**config.mk**
```make
export PLATFORM = sky130hd
export DESIGN_NAME = modops_vec_gen
export DESIGN_NICKNAME = d
export VERILOG_FILES = /design/src/rtl/modops_pkg.sv /design/src/rtl/mod_addsub_q.sv /design/src/rtl/modops_vec_gen.sv
export SDC_FILE = /design/constraint.sdc
export NUM_CORES = 1
export LEC_CHECK = 0
export CORE_ASPECT_RATIO = 0.6
export CORE_UTILIZATION = 35
export DETAILED_ROUTE_END_ITERATION = 6
export SYNTH_ARGS = -nofsm -noshare
export SYNTH_HDL_FRONTEND = slang
export SYNTH_SLANG_ARGS = --single-unit
```
**constraint.sdc**
```tcl
create_clock -name clk -period 8.8 [get_ports clk]
set_input_delay 1.76 -clock clk [delete_from_list [all_inputs] [get_ports clk]]
set_output_delay 1.76 -clock clk [all_outputs]
set_load 0.005 [all_outputs]
```
**src/rtl/modops_pkg.sv**
```systemverilog
// Shared constants, FSM state encoding and LFSR step for the modular-op vector source.
package modops_pkg;

   localparam int          DEF_DW    = 12;
   localparam int          DEF_Q     = 3329;
   localparam logic [15:0] LFSR_MASK = 16'hB400;
   localparam logic [15:0] DEF_SEED  = 16'hACE1;

   typedef enum logic [2:0] {
      ST_IDLE  = 3'd0,
      ST_GEN_A = 3'd1,
      ST_GEN_B = 3'd2,
      ST_MUL   = 3'd3,
      ST_OUT   = 3'd4,
      ST_DONE  = 3'd5
   } state_t;

   // Right-shifting Galois step; the mask is folded in when bit 0 falls out.
   function automatic logic [15:0] lfsr_step(input logic [15:0] s);
      lfsr_step = {1'b0, s[15:1]} ^ (s[0] ? LFSR_MASK : 16'h0000);
   endfunction

endpackage

```
**src/rtl/mod_addsub_q.sv**
```systemverilog
// Single-correction modular add/subtract for operands already reduced into [0, Q).
module mod_addsub_q
   import modops_pkg::*;
#(
   parameter int DW = DEF_DW,
   parameter int Q  = DEF_Q
)(
   input  logic [DW-1:0] a,
   input  logic [DW-1:0] b,
   input  logic          sub,
   output logic [DW-1:0] y
);

   localparam logic [DW:0] Q_W = (DW+1)'(Q);

   logic [DW:0] sum_s;
   logic [DW:0] diff_s;

   assign sum_s  = {1'b0, a} + {1'b0, b};
   assign diff_s = {1'b0, a} - {1'b0, b};

   // Top bit of diff_s is the borrow, so a < b is detected without a separate compare.
   always_comb begin
      y = {DW{1'b0}};
      if (sub) begin
         if (diff_s[DW]) begin
            y = DW'(diff_s + Q_W);
         end else begin
            y = diff_s[DW-1:0];
         end
      end else begin
         if (sum_s >= Q_W) begin
            y = DW'(sum_s - Q_W);
         end else begin
            y = sum_s[DW-1:0];
         end
      end
   end

endmodule

```
**src/rtl/modops_vec_gen.sv**
```systemverilog
// Pseudo-random / directed operand source with golden modular add, sub, half and mul
// results, streamed out one vector at a time over valid/ready.
module modops_vec_gen
   import modops_pkg::*;
#(
   parameter int          DW      = DEF_DW,
   parameter int          Q       = DEF_Q,
   parameter logic [15:0] SEED    = DEF_SEED,
   parameter int          NUM_VEC = 1024
)(
   input  logic          clk,
   input  logic          rst,
   input  logic          start,
   input  logic          fixed,
   input  logic [DW-1:0] fix_a,
   input  logic [DW-1:0] fix_b,
   output logic          busy,
   output logic          done,
   output logic          vld,
   input  logic          rdy,
   output logic [15:0]   idx,
   output logic [DW-1:0] op_a,
   output logic [DW-1:0] op_b,
   output logic [DW-1:0] exp_add,
   output logic [DW-1:0] exp_sub,
   output logic [DW-1:0] exp_half,
   output logic [DW-1:0] exp_mul
);

   localparam logic [15:0]   SEED_EFF = (SEED == 16'h0000) ? 16'h0001 : SEED;
   localparam int            BW       = $clog2(DW);
   localparam logic [BW-1:0] BIT_TOP  = BW'(DW-1);
   localparam logic [DW-1:0] Q_D      = DW'(Q);
   localparam logic [DW:0]   Q_W      = (DW+1)'(Q);
   localparam logic [15:0]   IDX_LAST = 16'(NUM_VEC-1);

   state_t          state_r;
   state_t          state_next_s;
   logic [15:0]     lfsr_r;
   logic [15:0]     idx_r;
   logic            fixed_r;
   logic [DW-1:0]   op_a_r;
   logic [DW-1:0]   op_b_r;
   logic [DW-1:0]   exp_add_r;
   logic [DW-1:0]   exp_sub_r;
   logic [DW-1:0]   exp_half_r;
   logic [DW-1:0]   exp_mul_r;
   logic [DW-1:0]   acc_r;
   logic [BW-1:0]   bit_r;
   logic            vld_r;
   logic            busy_r;
   logic            done_r;

   logic [DW-1:0]   cand_s;
   logic            cand_ok_s;
   logic [DW-1:0]   fa_red_s;
   logic [DW-1:0]   fb_red_s;
   logic [DW-1:0]   a_src_s;
   logic [DW-1:0]   b_src_s;
   logic [DW-1:0]   add_y_s;
   logic [DW-1:0]   sub_y_s;
   logic [DW:0]     half_sum_s;
   logic [DW-1:0]   half_s;
   logic [DW-1:0]   dbl_s;
   logic [DW-1:0]   dbl_add_s;
   logic [DW-1:0]   step_s;
   logic            last_s;

   assign cand_s    = lfsr_r[DW-1:0];
   assign cand_ok_s = (cand_s < Q_D);
   assign fa_red_s  = (fix_a >= Q_D) ? (fix_a - Q_D) : fix_a;
   assign fb_red_s  = (fix_b >= Q_D) ? (fix_b - Q_D) : fix_b;
   assign last_s    = fixed_r || (idx_r == IDX_LAST);

   // Directed operands feed the reducers at start; random ones while b is being accepted.
   always_comb begin
      if (state_r == ST_GEN_B) begin
         a_src_s = op_a_r;
         b_src_s = cand_s;
      end else begin
         a_src_s = fa_red_s;
         b_src_s = fb_red_s;
      end
   end

   // Halving adds Q to odd values so the shifted result stays exact.
   assign half_sum_s = {1'b0, a_src_s} + (a_src_s[0] ? Q_W : {(DW+1){1'b0}});
   assign half_s     = half_sum_s[DW:1];

   mod_addsub_q #(.DW(DW), .Q(Q)) u_add (.a(a_src_s), .b(b_src_s), .sub(1'b0), .y(add_y_s));
   mod_addsub_q #(.DW(DW), .Q(Q)) u_sub (.a(a_src_s), .b(b_src_s), .sub(1'b1), .y(sub_y_s));
   mod_addsub_q #(.DW(DW), .Q(Q)) u_dbl (.a(acc_r), .b(acc_r), .sub(1'b0), .y(dbl_s));
   mod_addsub_q #(.DW(DW), .Q(Q)) u_acc (.a(dbl_s), .b(op_a_r), .sub(1'b0), .y(dbl_add_s));

   assign step_s = op_b_r[bit_r] ? dbl_add_s : dbl_s;

   // State register.
   always_ff @(posedge clk or negedge rst) begin
      if (!rst) begin
         state_r <= ST_IDLE;
      end else begin
         state_r <= state_next_s;
      end
   end

   // Next-state logic.
   always_comb begin
      state_next_s = state_r;
      case (state_r)
         ST_IDLE: begin
            if (start) begin
               if (fixed) begin
                  state_next_s = ST_MUL;
               end else begin
                  state_next_s = ST_GEN_A;
               end
            end else begin
               state_next_s = ST_IDLE;
            end
         end
         ST_GEN_A: begin
            if (cand_ok_s) begin
               state_next_s = ST_GEN_B;
            end else begin
               state_next_s = ST_GEN_A;
            end
         end
         ST_GEN_B: begin
            if (cand_ok_s) begin
               state_next_s = ST_MUL;
            end else begin
               state_next_s = ST_GEN_B;
            end
         end
         ST_MUL: begin
            if (bit_r == {BW{1'b0}}) begin
               state_next_s = ST_OUT;
            end else begin
               state_next_s = ST_MUL;
            end
         end
         ST_OUT: begin
            if (rdy) begin
               if (last_s) begin
                  state_next_s = ST_DONE;
               end else begin
                  state_next_s = ST_GEN_A;
               end
            end else begin
               state_next_s = ST_OUT;
            end
         end
         ST_DONE:  state_next_s = ST_IDLE;
         default:  state_next_s = ST_IDLE;
      endcase
   end

   // Operand, result, multiplier and LFSR datapath.
   always_ff @(posedge clk or negedge rst) begin
      if (!rst) begin
         lfsr_r     <= SEED_EFF;
         idx_r      <= 16'd0;
         fixed_r    <= 1'b0;
         op_a_r     <= {DW{1'b0}};
         op_b_r     <= {DW{1'b0}};
         exp_add_r  <= {DW{1'b0}};
         exp_sub_r  <= {DW{1'b0}};
         exp_half_r <= {DW{1'b0}};
         exp_mul_r  <= {DW{1'b0}};
         acc_r      <= {DW{1'b0}};
         bit_r      <= BIT_TOP;
      end else begin
         case (state_r)
            ST_IDLE: begin
               if (start) begin
                  idx_r   <= 16'd0;
                  fixed_r <= fixed;
                  acc_r   <= {DW{1'b0}};
                  bit_r   <= BIT_TOP;
                  if (fixed) begin
                     op_a_r     <= fa_red_s;
                     op_b_r     <= fb_red_s;
                     exp_add_r  <= add_y_s;
                     exp_sub_r  <= sub_y_s;
                     exp_half_r <= half_s;
                  end
               end
            end
            ST_GEN_A: begin
               lfsr_r <= lfsr_step(lfsr_r);
               if (cand_ok_s) begin
                  op_a_r <= cand_s;
               end
            end
            ST_GEN_B: begin
               lfsr_r <= lfsr_step(lfsr_r);
               if (cand_ok_s) begin
                  op_b_r     <= cand_s;
                  exp_add_r  <= add_y_s;
                  exp_sub_r  <= sub_y_s;
                  exp_half_r <= half_s;
                  acc_r      <= {DW{1'b0}};
                  bit_r      <= BIT_TOP;
               end
            end
            ST_MUL: begin
               acc_r <= step_s;
               if (bit_r == {BW{1'b0}}) begin
                  exp_mul_r <= step_s;
               end else begin
                  bit_r <= bit_r - {{(BW-1){1'b0}}, 1'b1};
               end
            end
            ST_OUT: begin
               if (rdy && !last_s) begin
                  idx_r <= idx_r + 16'd1;
               end
            end
            ST_DONE: begin
               fixed_r <= 1'b0;
            end
            default: begin
               fixed_r <= 1'b0;
            end
         endcase
      end
   end

   // Status flags are registered from the next state so they line up with it.
   always_ff @(posedge clk or negedge rst) begin
      if (!rst) begin
         vld_r  <= 1'b0;
         busy_r <= 1'b0;
         done_r <= 1'b0;
      end else begin
         vld_r  <= (state_next_s == ST_OUT);
         busy_r <= (state_next_s != ST_IDLE);
         done_r <= (state_next_s == ST_DONE);
      end
   end

   assign busy     = busy_r;
   assign done     = done_r;
   assign vld      = vld_r;
   assign idx      = idx_r;
   assign op_a     = op_a_r;
   assign op_b     = op_b_r;
   assign exp_add  = exp_add_r;
   assign exp_sub  = exp_sub_r;
   assign exp_half = exp_half_r;
   assign exp_mul  = exp_mul_r;

endmodule

```
# After elaboration in Yosys (flattened, before gate mapping)
# Cells that the tools add are included.
word_totals:
  register_bits: 127
  in_bits: 29
  word_cells: 121
  output_inout_bits: 91
classes:
  muxes: 52
  n_bitwise: 2
  reduce_logical: 19
  order_cmp: 7
  eq_ne: 13
  n_addsub: 13
ops:
  columns: ["cell", "n"]
  rows:
  - ["12-bit two-way mux", 26]
  - ["12-bit one-hot mux with 2 select lines", 5]
  - ["12-bit subtractor (second input constant)", 5]
  - ["12-bit by 12-bit adder with 13-bit output", 4]
  - ["16-bit two-way mux", 3]
  - ["13-bit by 12-bit greater-or-equal comparator with 1-bit output (second input constant)", 3]
  - ["12-bit one-hot mux with 3 select lines", 1]
  - ["16-bit one-hot mux with 2 select lines", 1]
  - ["12-bit greater-or-equal comparator (second input constant)", 2]
  - ["16-bit by 1-bit adder with 16-bit output (second input constant)", 1]
  - ["16-bit by 10-bit == test with 1-bit output (second input constant)", 1]
  - ["15-bit by 16-bit XOR with 16-bit output", 1]
  - ["3-bit one-hot mux with 5 select lines", 1]
  - ["12-bit by 12-bit subtractor with 13-bit output", 1]
  - ["12-bit adder (second input constant)", 1]
  - ["12-bit less-than comparator (second input constant)", 1]
  - ["3-bit two-way mux", 4]
  - ["4-bit two-way mux", 3]
  - ["2-bit inequality test (second input constant)", 6]
  - ["4-bit one-hot mux with 3 select lines", 1]
  - ["4-bit AND reduction", 3]
  - ["3-bit == test (second input constant)", 3]
  - ["3-bit by 2-bit == test with 1-bit output (second input constant)", 2]
  - ["3-bit AND reduction", 2]
  - ["18 further kinds", 25]

# Longest topological paths before layout
logic_depth:
  depth_word: 9
  depth_mapped: 23

# Cells and area by module
# From an unflattened synthesis, not the netlist that was laid out.
unflattened:
  hier_cells: 1902
  hier_area_um2: 15097.0
modules_own_cells:
  columns: ["mod", "area_each_um2", "instances", "cells_each"]
  rows:
  - ["modops_vec_gen", 6792.8, 1, 750]
  - ["mod_addsub_q at u_acc ...", 2132.0, 2, 290]
  - ["mod_addsub_q at u_add", 2067.0, 1, 296]
  - ["mod_addsub_q at u_sub", 1973.1, 1, 276]

# Worst setup path after synthesis
# Ideal clock, no wire load.
synth_timing:
  path_type: "in2reg"
  from: "input port fix_a[0]"
  to: "register exp_add_r[7] (netlist: exp_add[7])"
  slack_ps: 2309
  path_buffers: 1
  setup_ps: 77
  arrival_ps: 6413
  required_time_ps: 8723
  cell_stages: 17
  path_cell_list: "inv_1 ha_1 or4b_2 o211a_1 nor2_1 o311ai_0 fa_1 a21oi_1 o21a_1 o311ai_0 or2_2 or4_1 a41oi_1 buf_2 nand4b_1 xor2_1 a21oi_1"
synth_between:
  elab_chain_cells: 9
  word_cells_on_any_way: 12
synth_rtl:
  columns: ["element", "line", "text"]
  rows:
  - ["from (decl)", "modops_vec_gen.sv:15", "input logic [DW-1:0] fix_a,"]
  - ["12-bit subtractor or 12-bit greater-or-equal comparator (tied branches)", "modops_vec_gen.sv:71", "assign fa_red_s = (fix_a >= Q_D) ? (fix_a - Q_D) : fix_a;"]
  - ["12-bit two-way mux *", "modops_vec_gen.sv:71", null]
  - ["12-bit two-way mux *", "modops_vec_gen.sv:77", "if (state_r == ST_GEN_B) begin"]
  - ["12-bit by 12-bit adder with 13-bit output *", null, null]
  - ["12-bit subtractor or 13-bit by 12-bit greater-or-equal comparator with 1-bit output (tied branches)", "mod_addsub_q.sv:33, mod_addsub_q.sv:32", null]
  - ["12-bit two-way mux *", "mod_addsub_q.sv:32", "if (sum_s >= Q_W) begin"]
  - ["12-bit two-way mux", "modops_vec_gen.sv:180", "if (fixed) begin"]
  - ["12-bit two-way mux", "modops_vec_gen.sv:175", "if (start) begin"]
  - ["12-bit one-hot mux with 2 select lines *", "modops_vec_gen.sv:173", "case (state_r)"]
  - ["to (signal assigned)", "modops_vec_gen.sv:166", "exp_add_r <= {DW{1'b0}};"]
  - ["to (signal assigned)", "modops_vec_gen.sv:183", "exp_add_r <= add_y_s;"]
  - ["to (signal assigned)", "modops_vec_gen.sv:199", "exp_add_r <= add_y_s;"]
  - ["to (decl)", "modops_vec_gen.sv:44", "logic [DW-1:0] exp_add_r;"]
# Every way passes the cells marked *; elsewhere a longest branch is shown, timed or not. The select of a mux whose other input is x is not followed.
# A chain may end at the register's enable or synchronous reset.

# Worst setup path after layout
# Ends and elaborated chain as after synthesis.

==> results.yml <==
floorplanning:
  rows: 46
  die_h_um: 130
  die_area_mm2: 0.0280
  die_x_um: 215
  io_pins: 120
  initial_utilization: 0.359
  core_mm2: 0.0266
logic_synthesis:
  yosysWarningCount: 0
  syn_inst: 1144
  synth_edf_count: 0
  ys.flop_type: "dfrtp_1"
  synthSimpleGateAreaFrac: 0.209
  synth.net_count: 1229
  ys_seq_elements: 127
  synth-xor-area-share: 0.0875
  synthAdderAreaFrac: 0.0756
  synth_top_family_by_area: "compound AO/OA/AOI/OAI gates"
  avgSynthCellArea_um2: 8.36
  syn_area_mm2: 0.00956
  async_reset_ff_frac: 1.00
  synth_compound_area_frac: 0.212
  ys_seq_area_frac: 0.334
  synth_cell_types: 84
  muxShareOfSynthArea: 0.0370
setup_path:
  crit_chain: "clkdlybuf4s50_1 > inv_1 > ha_1 > or4b_2 > o211a_1 > nor2_1 > o211ai_1 > ha_1 > fa_1 > a21oi_1 > o21a_1 > o311ai_0 > or2_2 > or4_1 > a41oi_1 > nand4b_1 > xor2_1 > a21oi_1"
  crit_family: "compound AO/OA/AOI/OAI gates"
  slowest_delay_ns: 0.84
  critPathMaxFanout: 11
  crit_slowest_cell: "a41oi_1"
  endpoint_kind: "flop"
  crit_required_ns: 9.16
  critPathBufInv: 2
  crit_arrival_ns: 8.03
  crit_path_start_kind: "input pin"
  path_class: "input pin to flop"
placed_design:
  numPortBuffers: 119
  dpl_cell_area_mm2: 0.0111
  hpwl_um: 24000
  place_congestion: 0.943
sta:
  hold_violations: 0
  worst_pin_slew_ns: 1.04
  finalCritPeriodShare: 0.871
  period_needed_ns: 7.66
  timing.fmax_mhz: 130
  timing.slew.headroom: 0.301
  rsz0062_at_grt: "no"
  whs_ns: 0.466
  slew_violations: 0
  finalSetupTns_ns: 0
  finClkSkew_ns: 0.0102
  setup_violations: 0
outcome:
  status: "finished, final reports clean"
finish:
  drive_gt1_frac: 0.0863
  area_growth_pct: 23.0
  fin_nets: 1324
  diodes: 0
  n_fill_cell: 2613
  fin_area_mm2: 0.0118
clock_network:
  clkSlewWorstSetupHoldPaths_ns: 0.06
  max-clock-path-buffers: 2
  cts-resized-gates: 0
  clkLatencyLatePin_ns: 0.44
  cts_tree: "done"
  root_buffer: "clkbuf_16"
  htreeDepth: 4
  ctsHoldBuffers: 0
  cts_made_buffers: 17
  cts_setup_buffers: 0
  clock-sinks: 127
drt:
  routedWlPerCell_um: 19.2
  route.detailed.drc: 0
  vias_per_cell: 5.56
  final_antenna_net_count: 0
  drtIter0Drc: 880
  vias: 8962
  dr.pass1.iters: 5
  drt-total-wl_um: 30900
global_routing:
  grt_pass1_vias: 7991
  grt_max_degree: 69
  antenna_found_initial: 1
  track_usage: 0.224
  overflow: 0
  grt_pass1_wl_um: 47900
hold_path:
  hold_class: "flop to flop"
job:
  drv_cap: 0
## logic make-up (layout without fill, tap and decap cells)
family / count (synthesis) / in the layout
simple gates: 415 / 415
fa+ha+maj: 56 / 56
compound gates: 314 / 314
flops: 127 / 127
xor+xnor: 93 / 93
buf+inv: 110 / 218
mux: 29 / 29
## per-layer routing
metal / share of wire / up-vias / global-route usage
met1: 0.54 / 4350 / 0.366
met3: 0.075 / 24 / 0.0508
li1: - / 4282 / -
met5: 0 / - / 0
met4: 0.010 / 0 / 0.0476
met2: 0.37 / 306 / 0.285
## synthesized netlist by cell type (22+ instances only)
cell      number  share of area
inv_1         53          0.021
xor2_1        34          0.031
nand3_1       22          0.012
ha_1          53          0.069
a21oi_1       88          0.046
nor2_1       107          0.042
clkbuf_1      46          0.018
o21ai_0       84          0.044
dfrtp_1      116           0.30
nor3_1        25          0.013
xnor2_1       57          0.052
nand2_1      137          0.054
## final timing paths
check	from	to	slack (ns)	cells after the start
min in group asynchronous	rst	exp_sub[0]	1.42	1
worst max register to register	acc_r[4]	exp_mul[2]	2.72	17
worst min-delay path	exp_half[3]	exp_half[3]	0.47	2
max in group asynchronous	rst	lfsr_r[4]	5.97	2
worst max-delay path	fix_a[0]	exp_add[7]	1.14	18
worst min register to register	exp_half[3]	exp_half[3]	0.47	2
## cells in the final DEF, fill, tap and decap left out, types with 17 or more instances in the layout
| master | count |
|---|---|
| a21oi_1 | 88 |
| clkbuf_16 | 17 |
| clkdlybuf4s50_1 | 118 |
| dfrtp_1 | 116 |
| ha_1 | 53 |
| inv_1 | 53 |
| mux2_2 | 17 |
| nand2_1 | 137 |
| nand3_1 | 22 |
| nor2_1 | 107 |
| nor3_1 | 24 |
| o21ai_0 | 83 |
| xnor2_1 | 57 |
| xor2_1 | 34 |
## tightest hold or removal path: cells and delay by family (launching register included)
kind | cells | cell delay [ns]
simple gates | 2 | 0.10
flops | 1 | 0.34
## area by class of cell
type                            count  area, um^2  area share
Sequential cell                   127        3190       0.271
Clock inverter                     12         205      0.0175
Tap cell                          360         450      0.0383
Clock buffer                       20         457      0.0388
Multi-Input combinational cell    907        5960       0.507
Timing Repair Buffer              133        1290       0.110
Inverter                           53         199      0.0169
## stage by stage
step	utilization	worst slack, ns	instances
floorplan	-	2.31	1144
global placement	0.416	0.999	1580
detailed placement	0.416	0.882	1580
CTS	0.441	1.33	1612
global route	0.441	0.837	1612
finish	0.441	1.14	1612
Power is not shown: default switching activity piles up to over one toggle a cycle in this logic, so the estimate is an artifact.
